### config.mk
export PLATFORM = sky130hd
export DESIGN_NAME = perm_line_feeder
export DESIGN_NICKNAME = d
export VERILOG_FILES = /design/src/rtl/perm_line_feeder.sv
export SDC_FILE = /design/constraint.sdc
export NUM_CORES = 2
export LEC_CHECK = 0
export CAP_MARGIN = 20
export CORE_AREA = 10 10 368 459
export CTS_CLUSTER_SIZE = 10
export DETAILED_ROUTE_END_ITERATION = 8
export DIE_AREA = 0 0 378 469
export PLACE_DENSITY_LB_ADDON = 0.25
export SLEW_MARGIN = 20
export SYNTH_ARGS = -nofsm -noshare
export SYNTH_HDL_FRONTEND = slang
export SYNTH_SLANG_ARGS = --single-unit
### constraint.sdc
create_clock -name clk -period 5.9 [get_ports clk]
set_input_delay 0.885 -clock clk [delete_from_list [all_inputs] [get_ports clk]]
set_output_delay 0.885 -clock clk [all_outputs]
set_load 0.05 [all_outputs]
### src/rtl/perm_line_feeder.sv
// -----------------------------------------------------------------------------
// perm_line_feeder
//
// Input staging buffer that sits directly upstream of the permutation stage.
// It collects DEPTH state lines (one 5x5 slice each) from a valid/ready
// stream and then issues a one-cycle start pulse to the permutation stage.
// While the permutation runs, it serves lines combinationally, addressed by
// the permutation stage's own line counter. When the permutation reports
// done, the feeder releases the buffer and starts refilling it.
//
// Optional feature (macro LINE_PARITY_EN):
//   Adds in_parity / parity_err. Each accepted line is checked against the
//   even parity of its payload. A mismatch sets a sticky error flag, which
//   clears on reset or when the buffer is released after perm_done.
//
// Ports:
//   clk             in   system clock, rising edge
//   rst             in   asynchronous reset, active low
//   in_valid        in   upstream line valid
//   in_ready        out  feeder can accept a line (registered)
//   in_data         in   line payload, stored in arrival order
//   perm_start      out  one-cycle start pulse to the permutation stage
//   perm_cnt_value  in   line index requested by the permutation stage
//   perm_line_in    out  buffered line at perm_cnt_value (combinational)
//   perm_done       in   permutation finished
//   busy            out  permutation in flight
//   lines_loaded    out  lines accepted in the current fill (0..DEPTH)
//   in_parity       in   (LINE_PARITY_EN) expected even parity of in_data
//   parity_err      out  (LINE_PARITY_EN) sticky parity mismatch flag
// -----------------------------------------------------------------------------
module perm_line_feeder #(
    parameter int LINE_W = 25,
    parameter int DEPTH  = 64,
    parameter int CNT_W  = 7
) (
    input  logic              clk,
    input  logic              rst,
    input  logic              in_valid,
    output logic              in_ready,
    input  logic [LINE_W-1:0] in_data,
    output logic              perm_start,
    input  logic [CNT_W-1:0]  perm_cnt_value,
    output logic [LINE_W-1:0] perm_line_in,
    input  logic              perm_done,
    output logic              busy,
    output logic [CNT_W-1:0]  lines_loaded
`ifdef LINE_PARITY_EN
    ,
    input  logic              in_parity,
    output logic              parity_err
`endif
);

    localparam int AW = $clog2(DEPTH);

    typedef enum logic [1:0] {
        ST_FILL = 2'd0,
        ST_KICK = 2'd1,
        ST_RUN  = 2'd2
    } state_t;

    state_t              r_state;
    state_t              w_next_state;
    logic                w_accept;
    logic                w_release;
    logic                r_in_ready;
    logic                r_perm_start;
    logic                r_busy;
    logic [CNT_W-1:0]    r_lines_loaded;
    logic [CNT_W-1:0]    r_wr_ptr;
    logic [LINE_W-1:0]   r_mem [DEPTH];
    logic [LINE_W-1:0]   w_line;

    // Even parity of one line payload.
    function automatic logic even_parity(input logic [LINE_W-1:0] d);
        return ^d;
    endfunction

    // State register.
    always_ff @(posedge clk or negedge rst) begin
        if (!rst) begin
            r_state <= ST_FILL;
        end else begin
            r_state <= w_next_state;
        end
    end

    // Next-state logic plus accept / release strobes.
    always_comb begin
        w_next_state = r_state;
        w_accept     = 1'b0;
        w_release    = 1'b0;
        case (r_state)
            ST_FILL: begin
                // The saturation guard keeps a 65th line out even if
                // in_ready were ever stale for a cycle.
                w_accept = in_valid && r_in_ready &&
                           (r_lines_loaded != CNT_W'(DEPTH));
                if (w_accept && (r_lines_loaded == CNT_W'(DEPTH - 1))) begin
                    w_next_state = ST_KICK;
                end else begin
                    w_next_state = ST_FILL;
                end
            end
            ST_KICK: begin
                w_next_state = ST_RUN;
            end
            ST_RUN: begin
                if (perm_done) begin
                    w_release    = 1'b1;
                    w_next_state = ST_FILL;
                end else begin
                    w_next_state = ST_RUN;
                end
            end
            default: begin
                w_next_state = ST_FILL;
            end
        endcase
    end

    // Registered handshake/control outputs. These follow the state being
    // entered, so in_ready and perm_start line up with FILL and KICK.
    always_ff @(posedge clk or negedge rst) begin
        if (!rst) begin
            r_in_ready   <= 1'b0;
            r_perm_start <= 1'b0;
            r_busy       <= 1'b0;
        end else begin
            r_in_ready   <= (w_next_state == ST_FILL);
            r_perm_start <= (w_next_state == ST_KICK);
            if (r_state == ST_KICK) begin
                r_busy <= 1'b1;
            end else if (w_release) begin
                r_busy <= 1'b0;
            end else begin
                r_busy <= r_busy;
            end
        end
    end

    // Fill counters. wr_ptr never wraps because release clears it.
    always_ff @(posedge clk or negedge rst) begin
        if (!rst) begin
            r_lines_loaded <= '0;
            r_wr_ptr       <= '0;
        end else if (w_release) begin
            r_lines_loaded <= '0;
            r_wr_ptr       <= '0;
        end else if (w_accept) begin
            r_lines_loaded <= r_lines_loaded + CNT_W'(1);
            r_wr_ptr       <= r_wr_ptr + CNT_W'(1);
        end else begin
            r_lines_loaded <= r_lines_loaded;
            r_wr_ptr       <= r_wr_ptr;
        end
    end

    // Line buffer. Old contents stay readable until overwritten.
    always_ff @(posedge clk or negedge rst) begin
        if (!rst) begin
            for (int i = 0; i < DEPTH; i++) begin
                r_mem[i] <= '0;
            end
        end else if (w_accept) begin
            r_mem[r_wr_ptr[AW-1:0]] <= in_data;
        end else begin
            r_mem <= r_mem;
        end
    end

    // Zero-latency read port; indices beyond the buffer return zero.
    always_comb begin
        w_line = '0;
        if (perm_cnt_value < CNT_W'(DEPTH)) begin
            w_line = r_mem[perm_cnt_value[AW-1:0]];
        end else begin
            w_line = '0;
        end
    end

`ifdef LINE_PARITY_EN
    logic r_parity_err;

    // Sticky parity error, cleared when the buffer is released.
    always_ff @(posedge clk or negedge rst) begin
        if (!rst) begin
            r_parity_err <= 1'b0;
        end else if (w_release) begin
            r_parity_err <= 1'b0;
        end else if (w_accept && (in_parity != even_parity(in_data))) begin
            r_parity_err <= 1'b1;
        end else begin
            r_parity_err <= r_parity_err;
        end
    end

    assign parity_err = r_parity_err;
`endif

    assign in_ready     = r_in_ready;
    assign perm_start   = r_perm_start;
    assign busy         = r_busy;
    assign lines_loaded = r_lines_loaded;
    assign perm_line_in = w_line;

endmodule
==> results.cfg <==
[floorplan]
chipWidth_um = 378
pin_count = 71
num_rows = 164
die_area_um2 = 177000
core_um2 = 160000
die_h_um = 469
start_util_pct = 46.8

[power_and_ir_drop]
leakagePower_uw = 0.0389
power.total_uw = 32000
power_density_nw_per_um2 = 388
ir_drop_uv = 378

[routing]
first_pass_iters = 5
wl_um = 209000
wl_per_cell_um = 30.6
met1Wirelength_um = 91300
ant_nets = 0
vias = 42100
route.met3.wl_um = 11200
route.detailed.drc = 0
routed_via_density = 6.17
first_iter_violations = 3202
top_layer = met5
met2_length_um = 98700

[flow_run]
drv_cap = 0

[finish]
area.growth.synth_to_final_pct = 10.4
nNetsFinal = 4750
drive_gt1_share_pct = 52.5

[clocking]
clock_latency_ns = 0.82
clock_sinks = 1618
cts_resized = 0
cts_setup_buffers = 0
cts-root-buf = clkbuf_16
numCtsBuffers = 182
clockBufferDepth = 3
hold_buffers = 0
clk_pin_slew_ns = 0.05
cts_tree = built
cts.htree.levels = 4

[timing]
fin_ws_ns = 0.644
max_freq_mhz = 190
tightest_slew_ns = 1.14
maxSlewHeadroom_pct = 23.2
finalHoldViolCount = 0
slew_viol_final = 0
fin_setup_tns_ns = 0
fin_crit_ns = 5.26
clock-skew-final_ns = 0.0238
setup-violations-final = 0
rsz0062_at_grt = false
fin_crit_sh_pct = 89.1

[setup_path]
cp.arrival_ns = 4.37
cp.required_ns = 5.02
regToRegSetupSlack_ns = 2.36
r2r-start = lines_loaded[0]
crit_start = perm_cnt_value[1]
worstPathMaxFanout = 45
worstSetupPathType = input port to output port
end_kind = output port
critPathLaunchType = input port

[logic_synthesis]
synth_seq_cells = 1618
async_flop_share_pct = 100
synth_edf_count = 0
post-synth-top-area-cell = dfrtp_1
synthFlopType = dfrtp_1
synth_top_cell_area_share_pct = 54.2
synth.avg_cell_area_um2 = 15.8
netlist_top_cells_count = 1618 x dfrtp_1, 1433 x mux2_2, 360 x mux4_2
synth-warning-count = 0
yosysMostFrequentCell = dfrtp_1
ys_types = 65
syn_inst = 4724
seq_area_frac_synth_pct = 54.2
synthTopCellsByArea = dfrtp_1 54%, mux2_2 22%, mux4_2 11%, mux2_4 3.2%, mux2i_1 1.6%
synth_nets = 4763
syn_area_um2 = 74700

[grt]
grt_max_degree = 167
grt_overflow = 0
grt.total_usage_pct = 23.7
first_global_vias = 44600
antenna_found_initial = 12
grt_pass1_wl_um = 310000

[min_path]
worstHoldPathType = input port to async pin

[place]
hpwlAfterDp_um = 128000
place_ws_ns = 0.637
gp_congestion = 0.849
portBuffers = 70

[run_status]
status = completed
worst max-delay path: stages:
cell and delay [ns]:
buf_8 0.38, buf_12 0.32, buf_4 0.32, buf_4 0.28
mux2i_1 0.11, a221oi_1 0.34, o21ai_0 0.29, and3_1 0.29
o21ai_0 0.62, buf_4 0.24, buf_12 0.13
cells by family after synthesis:
family,share of synthesized area (%)
mux,38.1
flops,54.2
simple gates,1.95
xor+xnor,0.0938
buf+inv,3.32
compound gates,2.24
fa+ha+maj,0.0503
routing by layer:
layer | track usage (%) | vias to the layer above
met4 | 8.33 | 8
li1 | - | 17400
met3 | 4.08 | 354
met2 | 37.9 | 1155
met5 | 0 | -
met1 | 32.5 | 23200
layout make-up:
cell class | count | area (um2)
fill | 13200 | 77200
sequential | 1618 | 40500
multi-input combinational | 2631 | 31800
clock buffer | 201 | 4750
timing repair buffer | 274 | 2640
tap | 2075 | 2600
clock inverter | 13 | 129
inverter | 4 | 15.0
antenna | 5 | 12.5
worst paths after layout:
kind / endpoint / cells after the start
min in group clk: r_mem[35] / 1
setup reg to reg: r_mem[963] / 8
max in group asynchronous: r_mem[988] / 2
hold reg to reg: r_mem[35] / 1
hold / removal: r_mem[118] / 1
setup / recovery: perm_line_in[14] / 11
registers in the layout, summed over array words and instances (netlist names):
signal / count
in_ready: 1
busy: 1
r_state: 2
perm_start: 1
r_mem: 1600
lines_loaded: 7
r_wr_ptr: 6
where the power goes:
part | switching (uW) | total (uW) | internal, uW
Sequential | 1430 | 15300 | 13800
Clock | 4310 | 9920 | 5610
Combinational | 2910 | 6850 | 3940
metrics by stage:
| stage | instance area, um2 | std cells | util [%] | hold slack (ns) |
|---|---|---|---|---|
| global route | 82400 | 6817 | 51.6 | 0.103 |
| detailed placement | 77600 | 6602 | 48.6 | 0.469 |
| global placement | 77500 | 6600 | 48.6 | 0.461 |
| finish | 82500 | 6821 | 51.6 | 0.0545 |
| floorplan | 74700 | 4724 | - | 0.452 |
| CTS | 82400 | 6816 | 51.6 | 0.0608 |
placed cells by master, fill, tap and decap left out, types with 4 or more instances in the layout:
master and n:
a211oi_1 16, a21oi_1 30, a221oi_1 35, a22o_1 8, a22oi_1 5, a31o_2 4
and3_1 12, buf_12 46, buf_2 27, buf_4 183, clkbuf_1 11, clkbuf_16 186
clkbuf_8 4, clkdlybuf4s50_1 14, dfrtp_1 1618, diode_2 5, inv_6 8, mux2_1 60
mux2_2 1433, mux2_4 160, mux2i_1 116, mux4_2 360, nand2_1 71, nand2_2 7
nand2b_1 8, nand3_1 13, nand4_1 4, nor2_1 28, nor2_2 9, nor2_4 24
nor2_8 8, nor3_1 7, nor4_1 5, o21ai_0 60, o221ai_1 7, o22ai_1 70
or2_2 5, or4_1 11, xor2_1 7
Power figures use the tool's default switching activity.
